### config.mk
export PLATFORM = sky130hd
export DESIGN_NAME = if_fetch_stage_flat
export DESIGN_NICKNAME = d
export VERILOG_FILES = /design/src/rtl/if_fetch_stage_if.sv /design/src/rtl/if_fetch_stage.sv /design/src/flat_wrapper.sv
export SDC_FILE = /design/constraint.sdc
export NUM_CORES = 1
export LEC_CHECK = 0
export BUFFER_PORTS_ARGS = -buffer_cell sky130_fd_sc_hd__buf_2
export CORE_AREA = 2 2 167 169
export DETAILED_ROUTE_END_ITERATION = 10
export DIE_AREA = 0 0 169 171
export PLACE_DENSITY_LB_ADDON = 0.3
export RECOVER_POWER = 50
export SLEW_MARGIN = 20
export SYNTH_ARGS = -nofsm -noshare
export SYNTH_HDL_FRONTEND = slang
export SYNTH_SLANG_ARGS = --single-unit
### constraint.sdc
create_clock -name clk -period 4.6 [get_ports clk]
set_input_delay 0.23 -clock clk [delete_from_list [all_inputs] [get_ports clk]]
set_output_delay 0.23 -clock clk [all_outputs]
set_load 0.02 [all_outputs]
### src/rtl/if_fetch_stage_if.sv
// if_fetch_stage_if: instruction-memory request/ack port between the fetch stage (master) and imem (slave).
interface if_fetch_stage_if #(
    parameter int ADDR_W = 32
);
    logic              imem_req;
    logic [ADDR_W-1:0] imem_addr;
    logic              imem_ack;
    logic [31:0]       imem_rdata;
    modport master(output imem_req, imem_addr, input imem_ack, imem_rdata);
    modport slave(input imem_req, imem_addr, output imem_ack, imem_rdata);
endinterface

### src/rtl/if_fetch_stage.sv
// if_fetch_stage: MIPS IF stage with variable-latency imem port and delay-slot redirects.
// Defining IF_PERF_CNT_EN adds fetch_cnt/stall_cnt performance counters.
module if_fetch_stage #(
    parameter int                ADDR_W   = 32,
    parameter logic [ADDR_W-1:0] RESET_PC = '0
) (
    input  logic              clk,
    input  logic              rst,
    input  logic              if_en,
    input  logic              if_rst,
    input  logic [2:0]        pc_src,
    input  logic              id_en,
    input  logic              id_valid,
    input  logic [31:0]       inst_id,
    input  logic [ADDR_W-1:0] pc_id,
    input  logic [31:0]       rs_data_id,
    if_fetch_stage_if.master  imem,
    output logic [31:0]       inst_if,
    output logic [ADDR_W-1:0] pc_if,
    output logic              if_valid
`ifdef IF_PERF_CNT_EN
    ,
    output logic [31:0]       fetch_cnt,
    output logic [31:0]       stall_cnt
`endif
);
    typedef enum logic [1:0] {S_REQ, S_HOLD, S_DROP} state_t;
    state_t            state, state_n;
    logic              pend_v, redir, consume, unused_ok;
    logic [ADDR_W-1:0] pend_pc, fetch_pc, pc_id4, target, next_pc;
    assign unused_ok = &{1'b0, inst_id[31:26]};
    assign pc_id4 = pc_id + ADDR_W'(4);
    assign target = pc_src == 3'd1 ? {pc_id4[ADDR_W-1:28], inst_id[25:0], 2'b00}
                  : pc_src == 3'd2 ? rs_data_id[ADDR_W-1:0]
                  : pc_id4 + {{(ADDR_W-18){inst_id[15]}}, inst_id[15:0], 2'b00};
    assign redir = id_valid && id_en && pc_src != 3'd0 && !if_rst && state != S_DROP;
    assign next_pc = redir ? target : pend_v ? pend_pc : fetch_pc + ADDR_W'(4);
    assign consume = state == S_HOLD && if_en;
    assign imem.imem_req = !rst && (state != S_HOLD || if_en);
    assign imem.imem_addr = state == S_HOLD ? next_pc : fetch_pc;
    always_ff @(posedge clk)
        state <= rst ? S_REQ : state_n;
    always_comb begin
        state_n = state;
        if (if_rst)
            state_n = (imem.imem_req && !imem.imem_ack) ? S_DROP : S_REQ;
        else if (state == S_REQ && imem.imem_ack)
            state_n = S_HOLD;
        else if (consume && !imem.imem_ack)
            state_n = S_REQ;
        else if (state == S_DROP && imem.imem_ack)
            state_n = S_REQ;
    end
    // A redirect seen while not issuing is parked until the next issue; last one wins.
    always_ff @(posedge clk) begin
        if (rst) begin
            fetch_pc <= RESET_PC;
            pend_v   <= 1'b0;
            pend_pc  <= '0;
            inst_if  <= '0;
            pc_if    <= '0;
            if_valid <= 1'b0;
        end else if (if_rst) begin
            if_valid <= 1'b0;
            pend_v   <= 1'b0;
        end else begin
            if (consume) begin
                fetch_pc <= next_pc;
                pend_v   <= 1'b0;
                if_valid <= imem.imem_ack;
            end else if (redir) begin
                pend_v  <= 1'b1;
                pend_pc <= target;
            end
            if (imem.imem_ack && (state == S_REQ || consume)) begin
                inst_if  <= imem.imem_rdata;
                pc_if    <= imem.imem_addr;
                if_valid <= 1'b1;
            end
        end
    end
`ifdef IF_PERF_CNT_EN
    always_ff @(posedge clk) begin
        if (rst) begin
            fetch_cnt <= '0;
            stall_cnt <= '0;
        end else begin
            fetch_cnt <= fetch_cnt + {31'b0, if_valid && if_en};
            stall_cnt <= stall_cnt + {31'b0, state != S_HOLD && !imem.imem_ack};
        end
    end
`endif
endmodule

### src/flat_wrapper.sv
// flat-port wrapper written by rule: the top's interface ports become plain ports
module if_fetch_stage_flat 
#(
    parameter int                ADDR_W   = 32,
    parameter logic [ADDR_W-1:0] RESET_PC = '0
)
  (clk, rst, if_en, if_rst, pc_src, id_en, id_valid, inst_id, pc_id, rs_data_id, inst_if, pc_if, if_valid, imem_imem_req, imem_imem_addr, imem_imem_ack, imem_imem_rdata);
  if_fetch_stage_if #(.ADDR_W(ADDR_W)) imem_i ();
  input  logic clk;
  input  logic rst;
  input  logic if_en;
  input  logic if_rst;
  input  logic [2:0] pc_src;
  input  logic id_en;
  input  logic id_valid;
  input  logic [31:0] inst_id;
  input  logic [ADDR_W-1:0] pc_id;
  input  logic [31:0] rs_data_id;
  output logic [31:0] inst_if;
  output logic [ADDR_W-1:0] pc_if;
  output logic if_valid;
  output wire logic [$bits(imem_i.imem_req)-1:0] imem_imem_req;
  output wire logic [$bits(imem_i.imem_addr)-1:0] imem_imem_addr;
  input wire logic [$bits(imem_i.imem_ack)-1:0] imem_imem_ack;
  input wire logic [$bits(imem_i.imem_rdata)-1:0] imem_imem_rdata;
  assign imem_imem_req = imem_i.imem_req;
  assign imem_imem_addr = imem_i.imem_addr;
  assign imem_i.imem_ack = imem_imem_ack;
  assign imem_i.imem_rdata = imem_imem_rdata;
  if_fetch_stage #(.ADDR_W(ADDR_W), .RESET_PC(RESET_PC)) u_core (.clk(clk), .rst(rst), .if_en(if_en), .if_rst(if_rst), .pc_src(pc_src), .id_en(id_en), .id_valid(id_valid), .inst_id(inst_id), .pc_id(pc_id), .rs_data_id(rs_data_id), .imem(imem_i), .inst_if(inst_if), .pc_if(pc_if), .if_valid(if_valid));
endmodule
==> results.sh <==
export IMPL_status="finished with violations"
export IMPL_violations="max-capacitance violations, max-slew violations"
export IMPL_ys_seq_area_frac=0.282
export IMPL_cp_common_cell="and3_1"
export IMPL_die_y_um=171
export IMPL_grt_max_degree=80
export IMPL_path_max_fanout=11
export IMPL_numCtsBuffers=17
export IMPL_synth_edf_count=0
export IMPL_slowest_delay_ns=0.48
export IMPL_gr_total_overflow=0
export IMPL_fin_setup_tns_ns=0
export IMPL_dp_hpwl_um=23300
export IMPL_clkSinkCount=132
export IMPL_root_buffer="clkbuf_16"
export IMPL_hold_class="primary input to register"
export IMPL_post_place_cells=1812
export IMPL_synth_area_top_cells="dfxtp_1 (28%), nand2_1 (8.8%), a21oi_1 (8.0%), nor2_1 (5.9%), ha_1 (4.8%)"
export IMPL_drc=0
export IMPL_final_cell_count_no_fill=1844
export IMPL_slowest_stage="a211oi_1"
export IMPL_synth_distinct_cells=80
export IMPL_wl_met3_um=2040
export IMPL_timing_final_crit_period_ns=4.24
export IMPL_crit_family="simple AND/OR/NAND/NOR gates"
export IMPL_dpl_cell_area_um2=10800
export IMPL_nNetsFinal=1660
export IMPL_hold_buffers=0
export IMPL_avgRoutedWirePerCell_um=17.0
export IMPL_grt_usage=0.208
export IMPL_firstDrtPassIters=5
export IMPL_dieArea_um2=28900
export IMPL_vias_per_cell=5.41
export IMPL_critical_path_class="primary input to output pin"
export IMPL_crit_chain="buf_2 > and3_1 > and3_1 > and3_1 > nand4_1 > nor2_1 > xor2_1 > ha_1 > a21oi_1 > o21ai_0 > nor3_2 > xor2_1 > a211oi_1 > nor2_1 > a21boi_0 > buf_2"
export IMPL_synth_most_common_cell="nand2_1"
export IMPL_synthTopCellsByCount="nand2_1 (220), a21oi_1 (150), nor2_1 (148)"
export IMPL_m1WireLength_um=16000
export IMPL_n_antenna_cell=0
export IMPL_async_flop_share=0
export IMPL_clk_latency_ns=0.42
export IMPL_max_cap_viol_count=2
export IMPL_drive_above_1_share=0.170
export IMPL_drv_slew=118
export IMPL_ys_ff_latch=132
export IMPL_power_density_nw_per_um2=300
export IMPL_antenna_found_initial=0
export IMPL_ys_flop_type="dfxtp_1"
export IMPL_synth_area_per_cell_um2=7.18
export IMPL_yosysTopAreaCell="dfxtp_1"
export IMPL_drtAntennaViolNets=0
export IMPL_fin_skew_ns=0.0106
export IMPL_drt_total_wl_um=31400
export IMPL_clkTransAtPathRegs_ns=0.06
export IMPL_syn2layout_area_growth_pct=20.5
export IMPL_p_leak_nw=4.40
export IMPL_worstPathRequired_ns=4.37
export IMPL_rsz0062_at_grt="false"
export IMPL_portBuffers=229
export IMPL_top_layer="met4"
export IMPL_yosysTopAreaCellShare=0.282
export IMPL_hold_viol=0
export IMPL_worstMarginPinSlew_ns=3.79
export IMPL_grt_pass1_vias=8407
export IMPL_drt_iter0_markers=842
export IMPL_post_route_cell_area_um2=11300
export IMPL_critPathBufInv=2
export IMPL_postSynthCellCount=1305
export IMPL_wl_met2_um=13000
export IMPL_ios=236
export IMPL_row_count=61
export IMPL_start_util=0.343
export IMPL_vias=9970
export IMPL_fp_dieW_um=169
export IMPL_syn_nets=1480
export IMPL_finalCritPeriodShare=0.921
export IMPL_core_area_um2=27300
export IMPL_routabilityCongestion=0.919
export IMPL_post_cts_buffers=0
export IMPL_slew_headroom=-1.53
export IMPL_endpoint_kind="output pin"
export IMPL_crit_arrival_ns=4.01
export IMPL_finalSetupViolCount=0
export IMPL_grt_pass1_wl_um=47500
export IMPL_p_total_w=0.00339
export IMPL_max_freq_ghz=0.236
export IMPL_yosysWarnings=0
export IMPL_syn_area_um2=9370
export IMPL_startpoint_type="primary input"
export IMPL_vdd_ir_drop_max_mv=0.170
export IMPL_cts_tree="done"
export IMPL_post_cts_resized=0
export IMPL_htree_num_levels=4
export IMPL_cts_buffer_depth=2
report_power, final:
part,switching [W],leakage (nW),internal [W]
clock,0.000546,0.302,0.000857
combinational,0.000506,3.03,0.000278
sequential,0.0000239,1.07,0.00118
stage by stage:
step / utilization / setup slack (ns) / hold WS [ns]
after floorplan: - / 1.10 / 0.326
after global placement: 0.394 / 0.435 / 0.438
after detailed placement: 0.395 / 0.440 / 0.443
after CTS: 0.417 / 0.433 / 0.0225
after global routing: 0.413 / 0.0927 / 0.0253
final: 0.413 / 0.364 / 0.0411
worst paths after layout:
check	start	endpoint	slack [ns]	depth (start not counted)
worst max-delay path	pc_id[4]	imem_imem_addr[18]	0.36	16
worst min-delay path	imem_imem_ack	u_core.state[1]	0.04	2
worst max register to register	u_core.state[0]	u_core.pc_if[17]	0.76	5
worst min register to register	u_core.pc_if[14]	u_core.pc_if[14]	0.45	2
flip-flops by register name, summed over array words and instances (netlist names):
name / count
u_core.if_valid: 1
u_core.fetch_pc: 32
u_core.inst_if: 32
u_core.pend_v: 1
u_core.pc_if: 32
u_core.pend_pc: 32
u_core.state: 2
routing by layer:
| metal | vias to the layer above | GRT usage |
|---|---|---|
| met3 | 16 | 0.0312 |
| met1 | 4536 | 0.324 |
| met2 | 369 | 0.300 |
| met5 | - | 0 |
| li1 | 5049 | - |
| met4 | 0 | 0.0438 |
kinds of logic (layout without fill, tap and decap cells):
| logic type | after synthesis | count (layout) | synth area share |
|---|---|---|---|
| compound gates | 404 | 404 | 0.276 |
| xor+xnor | 70 | 70 | 0.0662 |
| fa+ha+maj | 37 | 37 | 0.0502 |
| buf+inv | 99 | 292 | 0.0423 |
| flops | 132 | 132 | 0.282 |
| mux | 9 | 9 | 0.0104 |
| simple gates | 554 | 554 | 0.273 |
cell type report:
cell class	count	area, um^2
Fill cell	2928	16000
Multi-Input combinational cell	1074	6360
Sequential cell	132	2640
Timing Repair Buffer	251	1220
Tap cell	346	433
Clock buffer	17	425
Clock inverter	15	180
Inverter	9	33.8
cells in the final DEF, fill, tap and decap left out, drive strengths merged, types with 42 or more instances in the layout:
cell type	n
clkbuf	86
xnor2	42
nand2	220
buf	182
a21oi	152
dfxtp	132
nor2	149
a211oi	46
o21ai	80
nand3	43
No activity file was read; power rests on OpenSTA's default activity.
